## src/rtl/fetch_prefetch_queue.sv

```systemverilog
// Fetch stage: issues sequential word fetches over a req/ack handshake and
// buffers {pc, inst} pairs in a small FIFO whose head feeds decode.
module fetch_prefetch_queue #(
  parameter int          DEPTH    = 4,
  parameter logic [31:0] RESET_PC = 32'h0000_0000,
  parameter logic [31:0] NOP_INST = 32'h0000_0033
) (
  input  logic        clk,
  input  logic        rst,
  input  logic        redirect,
  input  logic [31:0] redirect_pc,
  input  logic        stall,
  output logic        imem_req,
  output logic [31:0] imem_addr,
  input  logic        imem_ack,
  input  logic [31:0] imem_rdata,
  output logic        de_valid,
  output logic [31:0] de_inst,
  output logic [31:0] de_pc,
  output logic [31:0] de_pcinc
);

  localparam int               PTR_W   = $clog2(DEPTH);
  localparam logic [PTR_W:0]   DEPTH_C = (PTR_W + 1)'(DEPTH);
  localparam logic [PTR_W:0]   CNT_ONE = (PTR_W + 1)'(1);
  localparam logic [PTR_W-1:0] PTR_ONE = PTR_W'(1);

  typedef enum logic {S_IDLE, S_WAIT} state_e;

  state_e           state_q, state_d;
  logic [31:0]      fetch_pc_q, fetch_pc_d;
  logic [31:0]      req_addr_q, req_addr_d;
  logic             drop_q, drop_d;
  logic             started_q;
  logic [PTR_W-1:0] wptr_q, rptr_q;
  logic [PTR_W:0]   count_q, count_d;
  logic [31:0]      pc_mem_q   [DEPTH];
  logic [31:0]      inst_mem_q [DEPTH];

  logic ack_acc, push, pop;

  // started_q holds the request line low for the first cycle out of reset,
  // so a late ack belonging to a pre-reset request finds nothing to match.
  always_ff @(posedge clk) begin
    if (rst) begin
      state_q    <= S_IDLE;
      fetch_pc_q <= RESET_PC;
      drop_q     <= 1'b0;
      started_q  <= 1'b0;
      count_q    <= '0;
      wptr_q     <= '0;
      rptr_q     <= '0;
    end else begin
      state_q    <= state_d;
      fetch_pc_q <= fetch_pc_d;
      drop_q     <= drop_d;
      started_q  <= 1'b1;
      count_q    <= count_d;
      if (redirect) begin
        rptr_q <= wptr_q;
      end else begin
        if (push) wptr_q <= wptr_q + PTR_ONE;
        if (pop)  rptr_q <= rptr_q + PTR_ONE;
      end
    end
  end

  always_comb begin
    state_d = state_q;
    case (state_q)
      S_IDLE:  if (imem_req && !imem_ack) state_d = S_WAIT;
      S_WAIT:  if (imem_ack) state_d = S_IDLE;
      default: state_d = S_IDLE;
    endcase
  end

  always_comb begin
    imem_req  = 1'b0;
    imem_addr = fetch_pc_q;
    case (state_q)
      S_IDLE: imem_req = started_q && (count_q < DEPTH_C) && !redirect;
      S_WAIT: begin
        imem_req  = 1'b1;
        imem_addr = req_addr_q;
      end
      default: imem_req = 1'b0;
    endcase
  end

  assign ack_acc = imem_ack && imem_req;
  assign push    = ack_acc && !drop_q && !redirect;
  assign pop     = de_valid && !stall && !redirect;

  always_comb begin
    fetch_pc_d = fetch_pc_q;
    drop_d     = drop_q;
    req_addr_d = req_addr_q;
    count_d    = count_q;
    if (state_q == S_IDLE && imem_req) req_addr_d = fetch_pc_q;
    if (redirect) begin
      // A request still in flight must complete; its data is dropped on arrival.
      fetch_pc_d = redirect_pc & 32'hFFFF_FFFC;
      drop_d     = (state_q == S_WAIT) && !imem_ack;
      count_d    = '0;
    end else begin
      if (ack_acc) begin
        drop_d = 1'b0;
        if (!drop_q) fetch_pc_d = imem_addr + 32'd4;
      end
      case ({push, pop})
        2'b10:   count_d = count_q + CNT_ONE;
        2'b01:   count_d = count_q - CNT_ONE;
        default: count_d = count_q;
      endcase
    end
  end

  always_ff @(posedge clk) begin
    req_addr_q <= req_addr_d;
    if (push) begin
      pc_mem_q[wptr_q]   <= imem_addr;
      inst_mem_q[wptr_q] <= imem_rdata;
    end
  end

  assign de_valid = (count_q != '0);
  assign de_inst  = de_valid ? inst_mem_q[rptr_q] : NOP_INST;
  assign de_pc    = de_valid ? pc_mem_q[rptr_q] : 32'h0;
  assign de_pcinc = de_valid ? (pc_mem_q[rptr_q] + 32'd4) : 32'h0;

endmodule
```

## config.mk

```make
export PLATFORM = sky130hd
export DESIGN_NAME = fetch_prefetch_queue
export DESIGN_NICKNAME = d
export VERILOG_FILES = /design/src/rtl/fetch_prefetch_queue.sv
export SDC_FILE = /design/constraint.sdc
export NUM_CORES = 1
export LEC_CHECK = 0
export ABC_AREA = 1
export CAP_MARGIN = 20
export CORE_UTILIZATION = 55
export DETAILED_ROUTE_END_ITERATION = 10
export PLACE_DENSITY = 0.75
export SETUP_SLACK_MARGIN = 0.1
export SKIP_LAST_GASP = 1
export SYNTH_ARGS = -nofsm -noshare
export SYNTH_HDL_FRONTEND = slang
export SYNTH_SLANG_ARGS = --single-unit
```

## constraint.sdc

```tcl
create_clock -name clk -period 5.7 [get_ports clk]
set_input_delay 1.14 -clock clk [delete_from_list [all_inputs] [get_ports clk]]
set_output_delay 1.14 -clock clk [all_outputs]
set_load 0.02 [all_outputs]
```

==> impl_metrics.yaml <==
timing:
  fin_skew_ns: 0.0196
  timing.final.crit_share_pct: 93.0
  setup_viol: 0
  slew_viol_final: 0
  slew_headroom_pct: 34.0
  tightest_slew_ns: 0.990
  fin_setup_tns_ns: 0
  fin_crit_ns: 5.30
  rsz0062_at_grt: "false"
  finalHoldViolations: 0
  fmax_mhz: 189
place:
  post-place-cells: 2317
  place_hpwl_mm: 27.0
  gp_congestion: 0.976
  portBuffers: 196
  placed_area_um2: 18100
floorplanning:
  std_cell_rows: 61
  fp.dieH_um: 171
  die_area_um2: 29400
  ios: 199
  die_w_um: 171
  start_util_pct: 56.4
  core_um2: 28000
final_layout:
  area_growth_pct: 21.3
  finalNonFillerCells: 2378
  multi_input_area_um2: 5480
  fillers: 2204
  nets: 2052
  final_area_um2: 19100
  post-route-util_pct: 68.4
  drive_gt1_share_pct: 5.15
  mostFrequentLayoutCells: "nand2_1, nor2_1, edfxtp_1"
  antennaDiodeCount: 0
  seq_area_um2: 9530
  final_common_cell: "nand2_1"
synth:
  synth_area_leaders: "edfxtp_1, nand2_1, nor2_1"
  synth_top_area_cell: "edfxtp_1"
  synth_cell_types: 33
  synth_nets: 1880
  ys_warn_count: 0
  avgSynthCellArea_um2: 8.76
  synth_top_area_share_pct: 54.8
  synthCells: 1803
  synth_edf_count: 288
  ys_seq_area_share_pct: 60.3
  synthArstFlopShare_pct: 0
  synth_area_um2: 15800
  ys_seq_elements: 332
  synth_ff_type: "edfxtp_1"
setup_path:
  crit_end: "de_pcinc[18]"
  r2r-start: "state_q$_SDFF_PP0_"
  cp-end-kind: "output pin"
  worstPathMaxFanout: 96
  rrSetupSlack_ns: 2.34
  startpoint_type: "flip-flop"
  required_ns: 4.56
  rr_worst_depth: 9
  regToRegEndpoint: "pc_mem_q[3][7]$_DFFE_PP_"
  crit_arrival_ns: 4.16
  critPathKind: "reg -> out"
global_route:
  grtUsageTotal_pct: 28.1
  grt_max_degree: 97
  antenna_found_initial: 1
  grt_pass1_wl_mm: 63.4
  grt_pass1_vias: 12000
  grt-ovfl-total: 0
clock_network:
  clk_pin_slew_ns: 0.05
  clock_path_buffers: 3
  clock_sinks: 332
  cts_tree: "done"
  cts_max_level: 2
  numCtsBuffers: 34
  cts-root-buf: "clkbuf_16"
  clkLatencyLatePin_ns: 0.52
  post_cts_buffers: 0
pwr:
  p_total_w: 0.00542
  pwr-share-clk_pct: 38.4
  power.share.switching_pct: 24.3
  combPwrFrac_pct: 11.4
  power.internal_w: 0.00410
  pwr-share-seq_pct: 50.2
  p_sw_w: 0.00132
  leakagePower_nw: 7.29
  ir_worst_vdd_uv: 215
  p_per_area_nw_per_um2: 283
worst_hold_path:
  hold_class: "reg -> reg"
route:
  wl_per_cell_um: 17.2
  firstDrtPassIters: 5
  ant_nets: 0
  num_vias: 13000
  wl_mm: 41.0
  drt_iter0_drc: 1186
  drc_errors: 0
  avgViaCountPerCell: 5.48
run_status:
  status: "finished clean"
job:
  drv_cap: 0
==> state kept, by name (all words and copies together) (netlist names), named ones only <==
register	count
drop_q	1
pc_mem_q	128
rptr_q	2
fetch_pc_q	32
wptr_q	2
count_q	3
inst_mem_q	128
started_q	1
state_q	1
req_addr_q	32
==> cells by family (layout without fill, tap and decap cells) <==
logic type | count (synthesis) | in the layout | share of synthesized area (%)
simple gates | 1069 | 1069 | 27.0
flops | 332 | 332 | 60.3
buf+inv | 196 | 393 | 5.16
compound gates | 193 | 193 | 6.55
fa+ha+maj | 8 | 8 | 0.681
xor+xnor | 5 | 5 | 0.277
==> power groups by stage <==
| stage | combinational, W | clock (W) | sequential [W] |
|---|---|---|---|
| after floorplan | 0.000366 | 0 | 0.00276 |
| after global placement | 0.000598 | 0 | 0.00277 |
| after detailed placement | 0.000609 | 0 | 0.00277 |
| after CTS | 0.000614 | 0.00210 | 0.00272 |
| after global routing | 0.000675 | 0.00220 | 0.00272 |
| final | 0.000619 | 0.00208 | 0.00272 |
==> stage by stage <==
stage / hold slack [ns] / setup slack [ns]
finish: 0.430 / 0.402
floorplan: 0.408 / 0.289
detailed placement: 0.422 / 0.918
global placement: 0.410 / 0.941
global route: 0.438 / 0.171
CTS: 0.433 / 0.371
==> worst min path at each step <==
stage / cells after the start / end / from
global placement: 0 / req_addr_q[18]$_DFFE_PP_ / fetch_pc_q[18]$_SDFFE_PP0P_
global route: 0 / req_addr_q[0]$_DFFE_PP_ / fetch_pc_q[0]$_SDFFE_PP0N_
finish: 0 / req_addr_q[0]$_DFFE_PP_ / fetch_pc_q[0]$_SDFFE_PP0N_
CTS: 0 / req_addr_q[0]$_DFFE_PP_ / fetch_pc_q[0]$_SDFFE_PP0N_
detailed placement: 0 / req_addr_q[17]$_DFFE_PP_ / fetch_pc_q[17]$_SDFFE_PP0P_
floorplan: 0 / req_addr_q[0]$_DFFE_PP_ / fetch_pc_q[0]$_SDFFE_PP0N_
==> per-layer routing <==
metal / part of all wire (%) / track usage [%] / wire length, µm / vias up
li1: - / - / - / 6289
met1: 43 / 39.2 / 17600 / 6121
met2: 47 / 46.2 / 19200 / 562
met4: 2.0 / 7.38 / 799 / 2
met5: 0.032 / 0 / 13 / -
met3: 8.1 / 3.91 / 3300 / 66
==> cells in the mapped netlist (5+ instances only) <==
library cell / count
dfxtp_1: 44
buf_4: 7
inv_2: 7
nand2_1: 600
clkbuf_1: 35
o21bai_1: 5
a31oi_1: 11
ha_1: 7
xor2_1: 5
nand2_2: 9
nor2_1: 314
buf_1: 11
edfxtp_1: 288
nor2_2: 7
inv_1: 109
nand4_1: 11
a21oi_1: 70
o21ai_0: 90
buf_2: 24
nand3_1: 117
o211ai_1: 5
==> area by class of cell <==
cell class,count,share of cell area (%)
inverters,116,2.29
multi-input cells,1275,28.6
well taps,378,2.47
repair buffers,216,11.4
clock buffers,49,4.90
clock inverters,12,0.542
flip-flops and latches,332,49.8
==> critical path: stages, from the launching register on <==
cell	delay, ns
dfxtp_4	0.50
inv_4	0.34
buf_12	0.40
nand2_1	0.14
nand2_1	0.09
nand2_1	0.05
nand2_1	0.09
ha_1	0.20
inv_1	0.08
nor2_1	0.19
nand2_1	0.15
nor2_2	0.26
nand2_1	0.16
nor2_1	0.14
o21ai_0	0.10
nand2_1	0.12
inv_1	0.04
clkdlybuf4s50_1	0.52
==> what timing repair did <==
| item | 4_1_cts | 5_1_grt |
|---|---|---|
| setup endpoints to repair | 0 | 1 |
| gates resized for setup | 0 | 1 |
| hold buffers | 0 | 0 |
No activity file was read; power rests on OpenSTA's default activity.
